==> config.mk <==
export PLATFORM = sky130hd
export DESIGN_NAME = digit_entry_debounce_flat
export DESIGN_NICKNAME = d
export VERILOG_FILES = /design/src/rtl/digit_entry_debounce_if.sv /design/src/rtl/digit_entry_debounce.sv /design/src/flat_wrapper.sv
export SDC_FILE = /design/constraint.sdc
export NUM_CORES = 1
export LEC_CHECK = 0
export BUFFER_PORTS_ARGS = -buffer_cell sky130_fd_sc_hd__buf_4
export CAP_MARGIN = 0
export CORE_UTILIZATION = 35
export DETAILED_ROUTE_END_ITERATION = 16
export PLACE_DENSITY = 0.48
export SYNTH_ARGS = -nofsm -noshare
export SYNTH_HDL_FRONTEND = slang
export SYNTH_SLANG_ARGS = --single-unit
==> constraint.sdc <==
create_clock -name clk -period 2.1 [get_ports clk]
set_clock_uncertainty 0.2 [all_clocks]
set_input_delay 0.21 -clock clk [delete_from_list [all_inputs] [get_ports clk]]
set_output_delay 0.21 -clock clk [all_outputs]
set_load 0.005 [all_outputs]
==> src/rtl/digit_entry_debounce_if.sv <==
// Digit handshake between the entry debouncer (master) and the lock FSM (slave).
// The debouncer offers digit_data/digit_valid and the consumer answers with digit_ready.
interface digit_entry_debounce_if #(
  parameter int DATA_W = 4
);
  logic [DATA_W-1:0] digit_data;
  logic              digit_valid;
  logic              digit_ready;

  modport master (
    output digit_data,
    output digit_valid,
    input  digit_ready
  );

  modport slave (
    input  digit_data,
    input  digit_valid,
    output digit_ready
  );
endinterface

==> src/rtl/digit_entry_debounce.sv <==
// Debounces the enter key, synchronises the digit switches and captures one digit per press into a
// one-entry valid/ready buffer. Optional macro DIGIT_RANGE_CHECK_EN rejects digits above 9 (err_digit).
module digit_entry_debounce #(
  parameter int DEBOUNCE_CYCLES = 1000000,
  parameter int CNT_W           = 20,
  parameter int DATA_W          = 4
) (
  input  logic                  clk,
  input  logic                  reset,
  input  logic                  key_n_raw,
  input  logic [DATA_W-1:0]     sw_raw,
  digit_entry_debounce_if.master digit,
  output logic                  key_pressed,
  output logic                  overrun,
  output logic                  err_digit
);

  localparam logic [CNT_W-1:0] CNT_LAST = CNT_W'(DEBOUNCE_CYCLES - 1);
  localparam logic [CNT_W-1:0] CNT_ONE  = CNT_W'(1);

  typedef enum logic [1:0] {
    IDLE         = 2'd0,
    PRESS_WAIT   = 2'd1,
    PRESSED      = 2'd2,
    RELEASE_WAIT = 2'd3
  } state_t;

  logic              key_meta_reg;
  logic              key_s_reg;
  logic [DATA_W-1:0] sw_meta_reg;
  logic [DATA_W-1:0] sw_s_reg;

  state_t            state_reg;
  state_t            state_next;
  logic [CNT_W-1:0]  cnt_reg;
  logic [CNT_W-1:0]  cnt_next;
  logic              press_commit;
  logic              key_pressed_next;

  logic              commit_reg;
  logic [DATA_W-1:0] commit_data_reg;

  logic              valid_reg;
  logic              valid_next;
  logic [DATA_W-1:0] data_reg;
  logic [DATA_W-1:0] data_next;
  logic              overrun_reg;
  logic              overrun_next;
  logic              range_ok;
  logic              err_next;

  // Two-flop synchronisers; key idles released (high).
  always_ff @(posedge clk) begin
    if (reset) begin
      key_meta_reg <= 1'b1;
      key_s_reg    <= 1'b1;
      sw_meta_reg  <= '0;
      sw_s_reg     <= '0;
    end else begin
      key_meta_reg <= key_n_raw;
      key_s_reg    <= key_meta_reg;
      sw_meta_reg  <= sw_raw;
      sw_s_reg     <= sw_meta_reg;
    end
  end

  always_ff @(posedge clk) begin
    if (reset) begin
      state_reg <= IDLE;
      cnt_reg   <= '0;
    end else begin
      state_reg <= state_next;
      cnt_reg   <= cnt_next;
    end
  end

  always_comb begin
    state_next       = state_reg;
    cnt_next         = cnt_reg;
    press_commit     = 1'b0;
    key_pressed_next = 1'b0;
    case (state_reg)
      IDLE: begin
        if (!key_s_reg) begin
          state_next = PRESS_WAIT;
          cnt_next   = CNT_ONE;
        end
      end
      PRESS_WAIT: begin
        if (key_s_reg) begin
          state_next = IDLE;
          cnt_next   = '0;
        end else if (cnt_reg == CNT_LAST) begin
          state_next   = PRESSED;
          cnt_next     = '0;
          press_commit = 1'b1;
        end else begin
          cnt_next = cnt_reg + CNT_ONE;
        end
      end
      PRESSED: begin
        key_pressed_next = 1'b1;
        if (key_s_reg) begin
          state_next = RELEASE_WAIT;
          cnt_next   = CNT_ONE;
        end
      end
      RELEASE_WAIT: begin
        key_pressed_next = 1'b1;
        if (!key_s_reg) begin
          state_next = PRESSED;
          cnt_next   = '0;
        end else if (cnt_reg == CNT_LAST) begin
          state_next = IDLE;
          cnt_next   = '0;
        end else begin
          cnt_next = cnt_reg + CNT_ONE;
        end
      end
      default: begin
        state_next = IDLE;
        cnt_next   = '0;
      end
    endcase
  end

  assign key_pressed = key_pressed_next;

  // The press and its switch snapshot are registered once before reaching the buffer, which is
  // where the extra cycle of press-to-valid latency comes from.
  always_ff @(posedge clk) begin
    if (reset) begin
      commit_reg      <= 1'b0;
      commit_data_reg <= '0;
    end else begin
      commit_reg <= press_commit;
      if (press_commit) begin
        commit_data_reg <= sw_s_reg;
      end
    end
  end

`ifdef DIGIT_RANGE_CHECK_EN
  logic err_reg;

  assign range_ok = (commit_data_reg <= DATA_W'(9));

  always_ff @(posedge clk) begin
    if (reset) begin
      err_reg <= 1'b0;
    end else begin
      err_reg <= err_next;
    end
  end

  assign err_digit = err_reg;
`else
  assign range_ok  = 1'b1;
  assign err_digit = 1'b0;
`endif

  // One-entry buffer: a commit loads when empty or draining this cycle, otherwise it is dropped.
  always_comb begin
    valid_next   = valid_reg;
    data_next    = data_reg;
    overrun_next = 1'b0;
    err_next     = 1'b0;
    if (commit_reg) begin
      if (!range_ok) begin
        err_next = 1'b1;
        if (valid_reg && digit.digit_ready) begin
          valid_next = 1'b0;
        end
      end else if (!valid_reg || digit.digit_ready) begin
        valid_next = 1'b1;
        data_next  = commit_data_reg;
      end else begin
        overrun_next = 1'b1;
      end
    end else if (valid_reg && digit.digit_ready) begin
      valid_next = 1'b0;
    end
  end

  always_ff @(posedge clk) begin
    if (reset) begin
      valid_reg   <= 1'b0;
      data_reg    <= '0;
      overrun_reg <= 1'b0;
    end else begin
      valid_reg   <= valid_next;
      data_reg    <= data_next;
      overrun_reg <= overrun_next;
    end
  end

  assign digit.digit_valid = valid_reg;
  assign digit.digit_data  = data_reg;
  assign overrun           = overrun_reg;

endmodule

==> src/flat_wrapper.sv <==
// flat-port wrapper written by rule: the top's interface ports become plain ports
module digit_entry_debounce_flat 
#(
  parameter int DEBOUNCE_CYCLES = 1000000,
  parameter int CNT_W           = 20,
  parameter int DATA_W          = 4
)
  (clk, reset, key_n_raw, sw_raw, key_pressed, overrun, err_digit, digit_digit_data, digit_digit_valid, digit_digit_ready);
  digit_entry_debounce_if #(.DATA_W(DATA_W)) digit_i ();
  input  logic clk;
  input  logic reset;
  input  logic key_n_raw;
  input  logic [DATA_W-1:0] sw_raw;
  output logic key_pressed;
  output logic overrun;
  output logic err_digit;
  output wire logic [$bits(digit_i.digit_data)-1:0] digit_digit_data;
  output wire logic [$bits(digit_i.digit_valid)-1:0] digit_digit_valid;
  input wire logic [$bits(digit_i.digit_ready)-1:0] digit_digit_ready;
  assign digit_digit_data = digit_i.digit_data;
  assign digit_digit_valid = digit_i.digit_valid;
  assign digit_i.digit_ready = digit_digit_ready;
  digit_entry_debounce #(.DEBOUNCE_CYCLES(DEBOUNCE_CYCLES), .CNT_W(CNT_W), .DATA_W(DATA_W)) u_core (.clk(clk), .reset(reset), .key_n_raw(key_n_raw), .sw_raw(sw_raw), .digit(digit_i), .key_pressed(key_pressed), .overrun(overrun), .err_digit(err_digit));
endmodule
==> flow_summary.yaml <==
worst_setup_path:
  path_cells: "nand3_1, buf_4, nor4_4, buf_4, nand3_1, xor2_1, o21ai_0"
  path_buf_inv: 2
  crit_path_max_incr_delay_ps: 500
  cp.required_ps: 2130
  cp_max_fo: 7
  crit_path_top_delay_cell: "dfxtp_1"
  critPathKind: "flop to flop"
  cp-start-kind: "flop"
  end_kind: "flop"
  cp.arrival_ps: 2020
  critPathTopFamily: "simple AND/OR/NAND/NOR gates"
floorplanning:
  die-height_um: 77.42
  die_w_um: 77.42
  row_count: 27
  core-area_mm2: 0.005507
  initial_core_util_pct: 36.15
  die_area_mm2: 0.005993
  ios: 16
drt:
  dr.pass1.iters: 4
  vias_per_cell: 5.044
  drc_errors: 0
  routed_wl_um: 4628
  ant_nets: 0
  num_vias: 1705
  wl_per_cell_um: 13.69
  drt_iter0_drc: 127
synth:
  synth_cell_types: 51
  synth_area_mm2: 0.001991
  yosysTopAreaCellShare_pct: 43.24
  ys.flop_type: "dfxtp_1"
  synth-edff-count: 0
  yosysWarningCount: 0
  syn_avg_cell_area_um2: 9.008
  synth_seq_cells: 43
  syn_nets: 230
  yosysTopAreaCell: "dfxtp_1"
  async_flop_share_pct: 0
  seq_area_frac_synth_pct: 43.24
  syn_inst: 221
  ys_top_cells_by_area: "dfxtp_1, mux2i_1, nor2_1"
place:
  place_inst: 321
  gp_congestion: 0.7354
  hpwl_um: 3184
  port_buffers: 14
layout:
  fin_util_pct: 45.42
  layout_common_cells: "dfxtp_1, buf_4, nor2_1"
  final_common_cell: "dfxtp_1"
  largest_reg_flops: 20
  layout.nets: 274
  fin_cells: 338
  antenna_cells: 0
  drive_gt1_share_pct: 25.19
  area_growth_pct: 25.64
status:
  status: "complete, no violations"
global_route:
  grt_util_all_layers_pct: 16.80
  grt_max_degree: 19
  gr-total-overflow: 0
  grt_pass1_vias: 1621
  grt_pass1_wl_um: 7921
  antenna_found_initial: 0
sta:
  rsz0062_at_grt: "false"
  setup_viol: 0
  fin_crit_sh_pct: 95.06
  worst-slew-pin-transition_ps: 613.1
  slew_headroom_pct: 58.90
  fmax_ghz: 0.5010
  finalCriticalPeriod_ps: 1996
  totalNegativeSetupSlack_ps: 0
  drv_slew: 0
  final_hold_viol_count: 0
clocking:
  insertion_delay_ps: 300
  cts_buffer_depth: 2
  cts_tree: "built"
  clkTransAtPathRegs_ps: 90
  clock-sinks: 43
  cts_buffers: 5
  htree_levels: 2
  cts_root_buf: "clkbuf_8"
power_and_ir_drop:
  p_total_mw: 1.447
  p_per_area_mw_per_mm2: 578.4
  p_leak_nw: 1.012
  max-vdd-ir-drop_mv: 0.2829
job:
  drv_cap: 0
worst_hold_path:
  min_path_type: "flop to flop"
synthesized netlist by cell type (3+ instances only):
cell	instances
a21oi_1	11
and3_1	3
a41oi_1	3
dfxtp_1	43
or3_1	4
nor2b_1	8
nor2_1	22
mux2i_1	9
inv_1	9
nand3_1	15
o21ai_1	3
nand2_1	16
a31oi_1	7
nand4_1	5
nor3_1	6
o21ai_0	7
clkbuf_1	5
layer usage:
layer	routed length, um	vias to the layer above	part of all wire, %	GRT usage [%]
met4	64	0	1.4	6.038
met2	1949	46	42	25.31
met5	0	-	0	0
li1	-	881	-	-
met1	2418	770	52	23.54
met3	196	8	4.2	3.529
path summary, 6_finish.rpt:
kind	from	to	slack, ps	depth (start not counted)
setup reg to reg	u_core.cnt_reg[8]	u_core.cnt_reg[15]	100	7
hold / removal	u_core.key_meta_reg	u_core.key_s_reg	220	1
hold reg to reg	u_core.key_meta_reg	u_core.key_s_reg	220	1
setup / recovery	u_core.cnt_reg[8]	u_core.cnt_reg[15]	100	7
timing repair:
| action | CTS | global route |
|---|---|---|
| resized for setup | 0 | 6 |
| setup buffers | 0 | 1 |
| hold endpoints to repair | 11 | 0 |
| endpoints found under the setup margin | 0 | 13 |
| hold buffers | 8 | 0 |
cell type report:
class	instances	area [um^2]
clock buffer	5	68.82
clock inverter	3	20.02
fill	529	3005
inverter	9	33.78
multi-input combinational	158	1046
sequential	43	862.1
tap	72	90.09
timing repair buffer	48	380.4
logic make-up after synthesis:
family	count (synthesis)	share of synthesized area, %
and+or+nand+nor	103	31.24
DFF	43	43.24
AOI/OAI and AO/OA	41	13.39
buffers and inverters	20	5.469
muxes	9	4.526
xor gates and xnor gates	3	1.320
adders and majority gates	1	0.6284
other	1	0.1884
report_power, final:
part	leakage (nW)	switching (mW)	total, mW	internal [mW]
clock network	0.0402	0.301	0.533	0.232
registers	0.349	0.00623	0.834	0.828
logic	0.622	0.0417	0.0804	0.0387
per-stage QoR:
stage / instance area (um^2) / hold slack (ps) / worst slack, ps
after floorplan: 1991 / 89.33 / 196.2
after global placement: 2298 / 193.1 / 97.25
after detailed placement: 2298 / 196.7 / 74.38
after CTS: 2467 / 221.3 / 53.57
after global routing: 2501 / 237.1 / 2.444
final: 2501 / 221.4 / 103.8
(Power assumes the default switching activity.)
